<file path="src/rtl/seg7_scan_driver_pkg.sv">
// Segment patterns and bit positions for the seven-segment scan driver.
// Segment vectors are ordered {g,f,e,d,c,b,a}, 1 = lit.
package seg7_pkg;

  localparam int SEG_A = 0;
  localparam int SEG_B = 1;
  localparam int SEG_C = 2;
  localparam int SEG_D = 3;
  localparam int SEG_E = 4;
  localparam int SEG_F = 5;
  localparam int SEG_G = 6;

  localparam logic [6:0] SEG_DIGIT [0:9] = '{
    7'h3F, 7'h06, 7'h5B, 7'h4F, 7'h66,
    7'h6D, 7'h7D, 7'h07, 7'h7F, 7'h6F
  };

  // A dash is the middle bar only.
  localparam logic [6:0] SEG_DASH  = 7'(1 << SEG_G);
  localparam logic [6:0] SEG_BLANK = 7'h00;

endpackage

</file>
<file path="src/rtl/seg7_scan_driver_if.sv">
// Bus between the timer logic (master) and the scan driver (slave).
interface seg7_scan_driver_if #(
  parameter int N_DIGITS = 4
);
  logic [4*N_DIGITS-1:0] digits_bcd;
  logic                  load;
  logic                  blank_lead;
  logic                  blink_en;
  logic [6:0]            seg;
  logic [N_DIGITS-1:0]   an;

  modport master (
    output digits_bcd, load, blank_lead, blink_en,
    input  seg, an
  );

  modport slave (
    input  digits_bcd, load, blank_lead, blink_en,
    output seg, an
  );
endinterface

</file>
<file path="src/rtl/seg7_scan_driver_bcd_to_seg7.sv">
// Combinational BCD to seven-segment decoder; codes 10-15 show a dash.
module bcd_to_seg7
  import seg7_pkg::*;
(
  input  logic [3:0] i_code,
  output logic [6:0] o_seg
);

  // Table lookup for valid BCD, dash for anything above 9.
  always_comb begin
    o_seg = SEG_DASH;
    if (i_code <= 4'd9) o_seg = SEG_DIGIT[i_code];
  end

endmodule

</file>
<file path="src/rtl/seg7_scan_driver.sv">
// Time-multiplexed seven-segment driver: shadow register, digit scan,
// leading-zero blanking and registered segment/anode outputs.
// Optional blink mode is built only when SEG7_BLINK_EN is defined.
module seg7_scan_driver
  import seg7_pkg::*;
#(
  parameter int N_DIGITS  = 4,
  parameter int SCAN_DIV  = 1000,
  parameter int BLINK_DIV = 64
) (
  input  logic              clk,
  input  logic              rst_n,
  seg7_scan_driver_if.slave bus
);

  localparam int CNT_W = (SCAN_DIV > 1) ? $clog2(SCAN_DIV) : 1;
  localparam int IDX_W = (N_DIGITS > 1) ? $clog2(N_DIGITS) : 1;

  logic [CNT_W-1:0]      r_cnt;
  logic [IDX_W-1:0]      r_idx;
  logic [4*N_DIGITS-1:0] r_shadow;
  logic [6:0]            r_seg;
  logic [N_DIGITS-1:0]   r_an;

  logic                  w_term;
  logic                  w_wrap;
  logic [3:0]            w_code;
  logic [6:0]            w_pat;
  logic [N_DIGITS-1:0]   w_lz;
  logic                  w_all0;
  logic                  w_blank;
  logic [N_DIGITS-1:0]   w_an;
  logic                  w_show;

  assign w_term = (r_cnt == CNT_W'(SCAN_DIV - 1));
  assign w_wrap = (r_idx == IDX_W'(N_DIGITS - 1));

  // Dwell counter and digit index; index steps once per dwell.
  always_ff @(posedge clk or negedge rst_n) begin
    if (!rst_n) begin
      r_cnt <= '0;
      r_idx <= '0;
    end else if (w_term) begin
      r_cnt <= '0;
      r_idx <= w_wrap ? '0 : r_idx + 1'b1;
    end else begin
      r_cnt <= r_cnt + 1'b1;
    end
  end

  // Shadow register: whole word replaced at once so no torn display.
  always_ff @(posedge clk or negedge rst_n) begin
    if (!rst_n) r_shadow <= '0;
    else if (bus.load) r_shadow <= bus.digits_bcd;
  end

  assign w_code = r_shadow[4*r_idx +: 4];

  bcd_to_seg7 u_dec (
    .i_code (w_code),
    .o_seg  (w_pat)
  );

  // w_lz[i]: digit i and every more significant digit are zero
  // (invalid codes are nonzero, so they stop the blanking run).
  always_comb begin
    w_all0 = 1'b1;
    w_lz   = '0;
    for (int i = N_DIGITS - 1; i >= 0; i--) begin
      w_all0 = w_all0 & (r_shadow[4*i +: 4] == 4'd0);
      w_lz[i] = w_all0;
    end
  end

  assign w_blank = bus.blank_lead && w_lz[r_idx] && (r_idx != '0);

  // One-hot anode for the current index.
  always_comb begin
    w_an = '0;
    w_an[r_idx] = 1'b1;
  end

`ifdef SEG7_BLINK_EN
  localparam int ROT_W = (BLINK_DIV > 1) ? $clog2(BLINK_DIV) : 1;

  logic [ROT_W-1:0] r_rot;
  logic             r_phase_on;

  // Rotation counter toggles the blink phase every BLINK_DIV wraps.
  always_ff @(posedge clk or negedge rst_n) begin
    if (!rst_n) begin
      r_rot      <= '0;
      r_phase_on <= 1'b1;
    end else if (w_term && w_wrap) begin
      if (r_rot == ROT_W'(BLINK_DIV - 1)) begin
        r_rot      <= '0;
        r_phase_on <= ~r_phase_on;
      end else begin
        r_rot <= r_rot + 1'b1;
      end
    end
  end

  assign w_show = ~(bus.blink_en & ~r_phase_on);
`else
  logic w_unused_blink;
  assign w_unused_blink = bus.blink_en;
  assign w_show = 1'b1;
`endif

  // Registered outputs: anode and pattern for the current digit.
  always_ff @(posedge clk or negedge rst_n) begin
    if (!rst_n) begin
      r_an  <= '0;
      r_seg <= SEG_BLANK;
    end else begin
      r_an  <= w_show ? w_an : '0;
      r_seg <= (!w_show || w_blank) ? SEG_BLANK : w_pat;
    end
  end

  assign bus.seg = r_seg;
  assign bus.an  = r_an;

endmodule

</file>
<file path="src/flat_wrapper.sv">
// flat-port wrapper written by rule: the top's interface ports become plain ports
module seg7_scan_driver_flat import seg7_pkg::*;
#(
  parameter int N_DIGITS  = 4,
  parameter int SCAN_DIV  = 1000,
  parameter int BLINK_DIV = 64
)
  (clk, rst_n, bus_digits_bcd, bus_load, bus_blank_lead, bus_blink_en, bus_seg, bus_an);
  seg7_scan_driver_if #(.N_DIGITS(N_DIGITS)) bus_i ();
  input  logic clk;
  input  logic rst_n;
  input wire logic [$bits(bus_i.digits_bcd)-1:0] bus_digits_bcd;
  input wire logic [$bits(bus_i.load)-1:0] bus_load;
  input wire logic [$bits(bus_i.blank_lead)-1:0] bus_blank_lead;
  input wire logic [$bits(bus_i.blink_en)-1:0] bus_blink_en;
  output wire logic [$bits(bus_i.seg)-1:0] bus_seg;
  output wire logic [$bits(bus_i.an)-1:0] bus_an;
  assign bus_i.digits_bcd = bus_digits_bcd;
  assign bus_i.load = bus_load;
  assign bus_i.blank_lead = bus_blank_lead;
  assign bus_i.blink_en = bus_blink_en;
  assign bus_seg = bus_i.seg;
  assign bus_an = bus_i.an;
  seg7_scan_driver #(.N_DIGITS(N_DIGITS), .SCAN_DIV(SCAN_DIV), .BLINK_DIV(BLINK_DIV)) u_core (.clk(clk), .rst_n(rst_n), .bus(bus_i));
endmodule
</file>
<file path="config.mk">
export PLATFORM = sky130hd
export DESIGN_NAME = seg7_scan_driver_flat
export DESIGN_NICKNAME = d
export VERILOG_FILES = /design/src/rtl/seg7_scan_driver_pkg.sv /design/src/rtl/seg7_scan_driver_if.sv /design/src/rtl/seg7_scan_driver_bcd_to_seg7.sv /design/src/rtl/seg7_scan_driver.sv /design/src/flat_wrapper.sv
export SDC_FILE = /design/constraint.sdc
export NUM_CORES = 1
export LEC_CHECK = 0
export CORE_MARGIN = 2
export CORE_UTILIZATION = 57
export CTS_CLUSTER_DIAMETER = 80
export CTS_CLUSTER_SIZE = 20
export DETAILED_ROUTE_END_ITERATION = 12
export GPL_ROUTABILITY_DRIVEN = 0
export PLACE_DENSITY = 0.95
export SLEW_MARGIN = 20
export SYNTH_ARGS = -nofsm -noshare
export SYNTH_HDL_FRONTEND = slang
export SYNTH_HIERARCHICAL = 1
export SYNTH_SLANG_ARGS = --single-unit
</file>
<file path="constraint.sdc">
create_clock -name clk -period 4.5 [get_ports clk]
set_input_delay 1.125 -clock clk [delete_from_list [all_inputs] [get_ports clk]]
set_output_delay 1.125 -clock clk [all_outputs]
set_load 0.02 [all_outputs]
</file>
Word-level counts from Yosys, hierarchy flattened
Memory sizes are Yosys's and may differ from the RTL's.
Index checks and enable logic that the tools add are counted.
{"block": "word_totals", "regBits": 39, "rom_bits": 112, "inputBits": 21, "n_memories": 1}
{"memory": "(name not given)", "words": 16, "width": 7, "rd": 1, "rd_clocked_by_memory_dff": 0, "wr": 0, "line": "seg7_scan_driver_bcd_to_seg7.sv:12", "source": "if (i_code <= 4'd9) o_seg = SEG_DIGIT[i_code];"}
{"block": "op_classes", "add_sub_neg": 2, "order_cmp": 4, "eq_ne": 2, "shifts": 1, "n_mux": 10, "bitwise": 4, "n_reduce_logical": 8}
{"operator": "two-way mux 7 bit", "count": 4}
{"operator": "logical NOT 4 bit", "count": 4}
{"operator": "indexed part select 16 x 5 -> 4 bit", "count": 1}
{"operator": "adder 10 x 1 -> 10 bit (second input constant)", "count": 1}
{"operator": "equality test 10 bit (second input constant)", "count": 1}
{"operator": "two-way mux 10 bit", "count": 1}
{"operator": ">= comparator 5 bit (second input constant)", "count": 1}
{"operator": "NOT 4 -> 5 bit", "count": 1}
{"operator": "less-or-equal comparator 4 bit (second input constant)", "count": 1}
{"operator": "AND 1 bit", "count": 3}
{"operator": "logical AND 1 bit", "count": 3}
{"operator": "< comparator 2 x 3 -> 1 bit (second input constant)", "count": 1}
{"operator": "adder 2 x 1 -> 2 bit (second input constant)", "count": 1}
{"operator": "binary-select mux 1 bit (select 2 bit)", "count": 1}
{"operator": "demux 1 bit (select 2 bit)", "count": 1}
{"operator": "equality test 2 bit (second input constant)", "count": 1}
{"operator": ">= comparator 2 x 1 -> 1 bit (second input constant)", "count": 1}
{"operator": "two-way mux 1 bit", "count": 2}
{"operator": "two-way mux 2 bit", "count": 1}
{"operator": "nonzero test 2 bit", "count": 1}

Longest topological paths before layout
{"block": "logic_depth", "ltp_word": 9, "mapped_depth": 7, "depth_no_buf": 6}

By module
The synthesis kept the hierarchy.
{"module": "seg7_scan_driver", "instances": 1, "cells_per_inst": 126, "area_per_inst_um2": 1692.9, "seq_area_each_um2": 975.9}
{"module": "bcd_to_seg7", "instances": 1, "cells_per_inst": 30, "area_per_inst_um2": 247.7, "seq_area_each_um2": 0.0}

Worst setup path before layout
OpenSTA, ideal clock, no wires.
{"block": "synth_path", "path_kind": "input -> register", "start": "in bus_load", "end": "reg u_core.r_shadow[10]", "setup_ps": 125, "arrival_ps": 1949, "required_ps": 4375, "slack_ps": 2426, "cell_stages": 3, "n_path_buf": 2, "cell_sequence": "clkbuf_1 -> buf_2 -> mux2_2"}
{"item": "from (decl)", "line": "flat_wrapper.sv:13", "source": "input wire logic [$bits(bus_i.load)-1:0] bus_load;"}
{"item": "to (signal assigned)", "line": "seg7_scan_driver.sv:54", "source": "else if (bus.load) r_shadow <= bus.digits_bcd;"}
{"item": "to (decl)", "line": "seg7_scan_driver.sv:21", "source": "logic [4*N_DIGITS-1:0] r_shadow;"}
No word-level cell between the ends.

Worst setup path in the final report
{"block": "layout_path", "start": "reg u_core.r_seg[6], in the netlist u_core/bus.seg[6]", "end": "out bus_seg[6]"}
{"item": "from (decl)", "line": "seg7_scan_driver.sv:22", "source": "logic [6:0] r_seg;"}
{"item": "from (signal assigned)", "line": "seg7_scan_driver.sv:118", "source": "r_seg <= (!w_show || w_blank) ? SEG_BLANK : w_pat;"}
{"item": "to (decl)", "line": "flat_wrapper.sv:16", "source": "output wire logic [$bits(bus_i.seg)-1:0] bus_seg;"}
No word-level cell between the ends.

==> impl_metrics.py <==
metrics = {
    "outcome": {
        "outcome": "completed",
    },
    "sta": {
        "fmax_mhz": 412,
        "worst_pin_slew_ns": 0.669,
        "fin_skew_ns": 0.0112,
        "setup_tns_ns": 0,
        "min_period_ns": 2.43,
        "setup_viol": 0,
        "drv_slew": 0,
        "fin_crit_sh_pct": 54.0,
        "slew_headroom_pct": 55.3,
        "final-hold-violation-count": 0,
        "rsz0062_at_grt": "no",
    },
    "global_routing": {
        "grt_pass1_wl_mm": 6.44,
        "grt_start_max_net_pins": 40,
        "grt_overflow_total": 0,
        "grt_pass1_vias": 1469,
        "grtUsageTotal_pct": 21.5,
        "antenna_found_initial": 0,
    },
    "cells_and_area": {
        "diodes": 0,
        "layout-drive-gt1-share_pct": 19.1,
        "final_cell_mix": "39 x dfrtp_1, 30 x clkdlybuf4s50_1, 16 x mux2_2, 11 x ha_1",
        "areaGrowthSynthToFinish_pct": 20.8,
        "fin_nets": 219,
        "final_common_cell": "dfrtp_1",
        "final_core_util_pct": 70.8,
        "stdcell_area_um2": 2340,
        "fill_cells": 234,
    },
    "power_and_ir_drop": {
        "peakVddDrop_v": 0.000300,
        "p_leak_uw": 0.000986,
        "p_per_area_nw_per_um2": 323,
        "total_power_uw": 757,
    },
    "synthesis": {
        "synth_fp_nets": 188,
        "synth_edf_count": 0,
        "ys_seq_elements": 39,
        "synth_flop_cell": "dfrtp_1",
        "synthArstFlopShare_pct": 100,
        "syn-instance-count": 156,
        "yosysSeqAreaShare_pct": 50.3,
        "yosys_warnings": 6,
        "synthDistinctLibCells": 40,
        "syn_area_per_cell_um2": 12.4,
        "synthesis.area_um2": 1940,
    },
    "cts": {
        "post-cts-setup-buffers": 0,
        "clockBufferDepth": 2,
        "cts.sinks": 39,
        "post_cts_resized": 0,
        "cts_max_level": 2,
        "cts.clk_slew.worst_paths_ns": 0.13,
        "cts_made_buffers": 5,
        "holdBufCountCts": 0,
        "cts_root_buffer": "clkbuf_4",
        "clock_latency_ns": 0.36,
        "cts_tree": "yes",
    },
    "drt": {
        "first_pass_iters": 4,
        "vias": 1297,
        "avgViaCountPerCell": 5.54,
        "drc_errors": 0,
        "dr.first_iter.drc_count": 31,
        "drtAntennaViolNets": 0,
        "postRouteWirelength_mm": 3.61,
        "wire_per_inst_um": 15.4,
    },
    "placement": {
        "hpwlAfterDp_mm": 2.69,
        "post_dp_cell_area_um2": 2260,
        "portBuffers": 30,
    },
    "flow_run": {
        "drv_cap": 0,
    },
    "critical_path": {
        "crit_family": "buffers and inverters",
        "crit_slowest_cell": "clkdlybuf4s50_1",
        "path_buf_inv": 1,
        "worstSetupStartpointType": "register",
        "worst_setup_path_end_kind": "output port",
        "worstPathCellList": "clkdlybuf4s50_1",
        "arrival_ns": 1.30,
        "crit_required_ns": 3.38,
        "critPathMaxFanout": 1,
        "worst_path_largest_cell_delay_ns": 0.60,
        "path_class": "reg -> out",
    },
    "floorplan": {
        "coreArea_um2": 3310,
        "dieHeight_um": 62.4,
        "num_io_pins": 32,
        "initial_utilization_pct": 58.6,
        "dieArea_um2": 3890,
        "row_count": 21,
        "die_x_um": 62.4,
    },
    "min_path": {
        "min_path_type": "reg -> reg",
    },
}
==> routing by layer <==
layer	vias up	global-route usage, %	routed length, um
li1	611	-	-
met1	628	23.5	1420
met2	45	38.2	1880
met3	13	5.07	171
met4	0	12.2	132
met5	-	0	0
==> report_power, final <==
part	total [uW]	leakage, uW	internal (uW)	switching (uW)
sequential	391	0.000474	375	15.2
combinational	130	0.000467	71.1	59.3
clock	236	0.0000452	117	119
==> Yosys cell counts (all sizes together) (2+ instances only) <==
master	number	area (um2)
o21a	2	15.0
nor2	9	33.8
buf	6	38.8
xor2	4	35.0
mux4	4	90.1
nor2b	9	56.3
nand3	5	25.0
dfrtp	39	976
o21ai	5	25.0
ha	11	138
and3	2	17.5
o211ai	4	35.0
mux2	16	180
or3	2	12.5
inv	6	22.5
a21oi	2	10.0
or3b	2	17.5
nand2	7	26.3
nand2b	2	15.0
nor4	5	46.3
nand3b	2	15.0
==> cell families (layout without fill, tap and decap cells) <==
logic type	count (synthesis)	count (layout)	synth area share, %
xor gates and xnor gates	5	5	2.26
adders and majority gates	11	11	7.09
DFF	39	39	50.3
and+or+nand+nor	52	52	17.5
muxes	20	20	13.9
buffers and inverters	13	45	3.35
AOI/OAI and AO/OA	16	16	5.54
==> worst paths after layout <==
path	end	depth (start not counted)	slack, ns	from
worst min-delay path	u_core/r_cnt[0]	1	0.49	u_core/r_cnt[0]
worst max-delay path	bus_seg[6]	1	2.07	u_core/bus.seg[6]
worst min register to register	u_core/r_cnt[0]	1	0.49	u_core/r_cnt[0]
worst max register to register	u_core/bus.seg[4]	6	2.20	u_core/r_idx[0]
min in group asynchronous	u_core/bus.seg[5]	2	1.18	rst_n
max in group asynchronous	u_core/r_shadow[3]	2	2.98	rst_n
==> cell type report <==
cell class | instances | area [um2] | share of cell area (%)
Sequential cell | 39 | 976 | 41.6
Multi-Input combinational cell | 104 | 900 | 38.4
Timing Repair Buffer | 31 | 308 | 13.1
Tap cell | 46 | 57.6 | 2.45
Clock inverter | 3 | 43.8 | 1.87
Clock buffer | 5 | 37.5 | 1.60
Inverter | 6 | 22.5 | 0.961
==> registers in the layout (all words and copies together), names as in the netlist <==
name             count
u_core/r_shadow     16
u_core/r_cnt        10
u_core/bus.seg       7
u_core/bus.an        4
u_core/r_idx         2
==> through the flow <==
| step | instances | setup slack (ns) | hold WS, ns |
|---|---|---|---|
| CTS | 234 | 2.05 | 0.492 |
| global placement | 226 | 1.98 | 0.435 |
| floorplan | 156 | 2.43 | 0.424 |
| global route | 234 | 1.96 | 0.507 |
| finish | 234 | 2.07 | 0.491 |
| detailed placement | 226 | 1.91 | 0.454 |
Note: power is estimated with default switching activity, not from simulation.
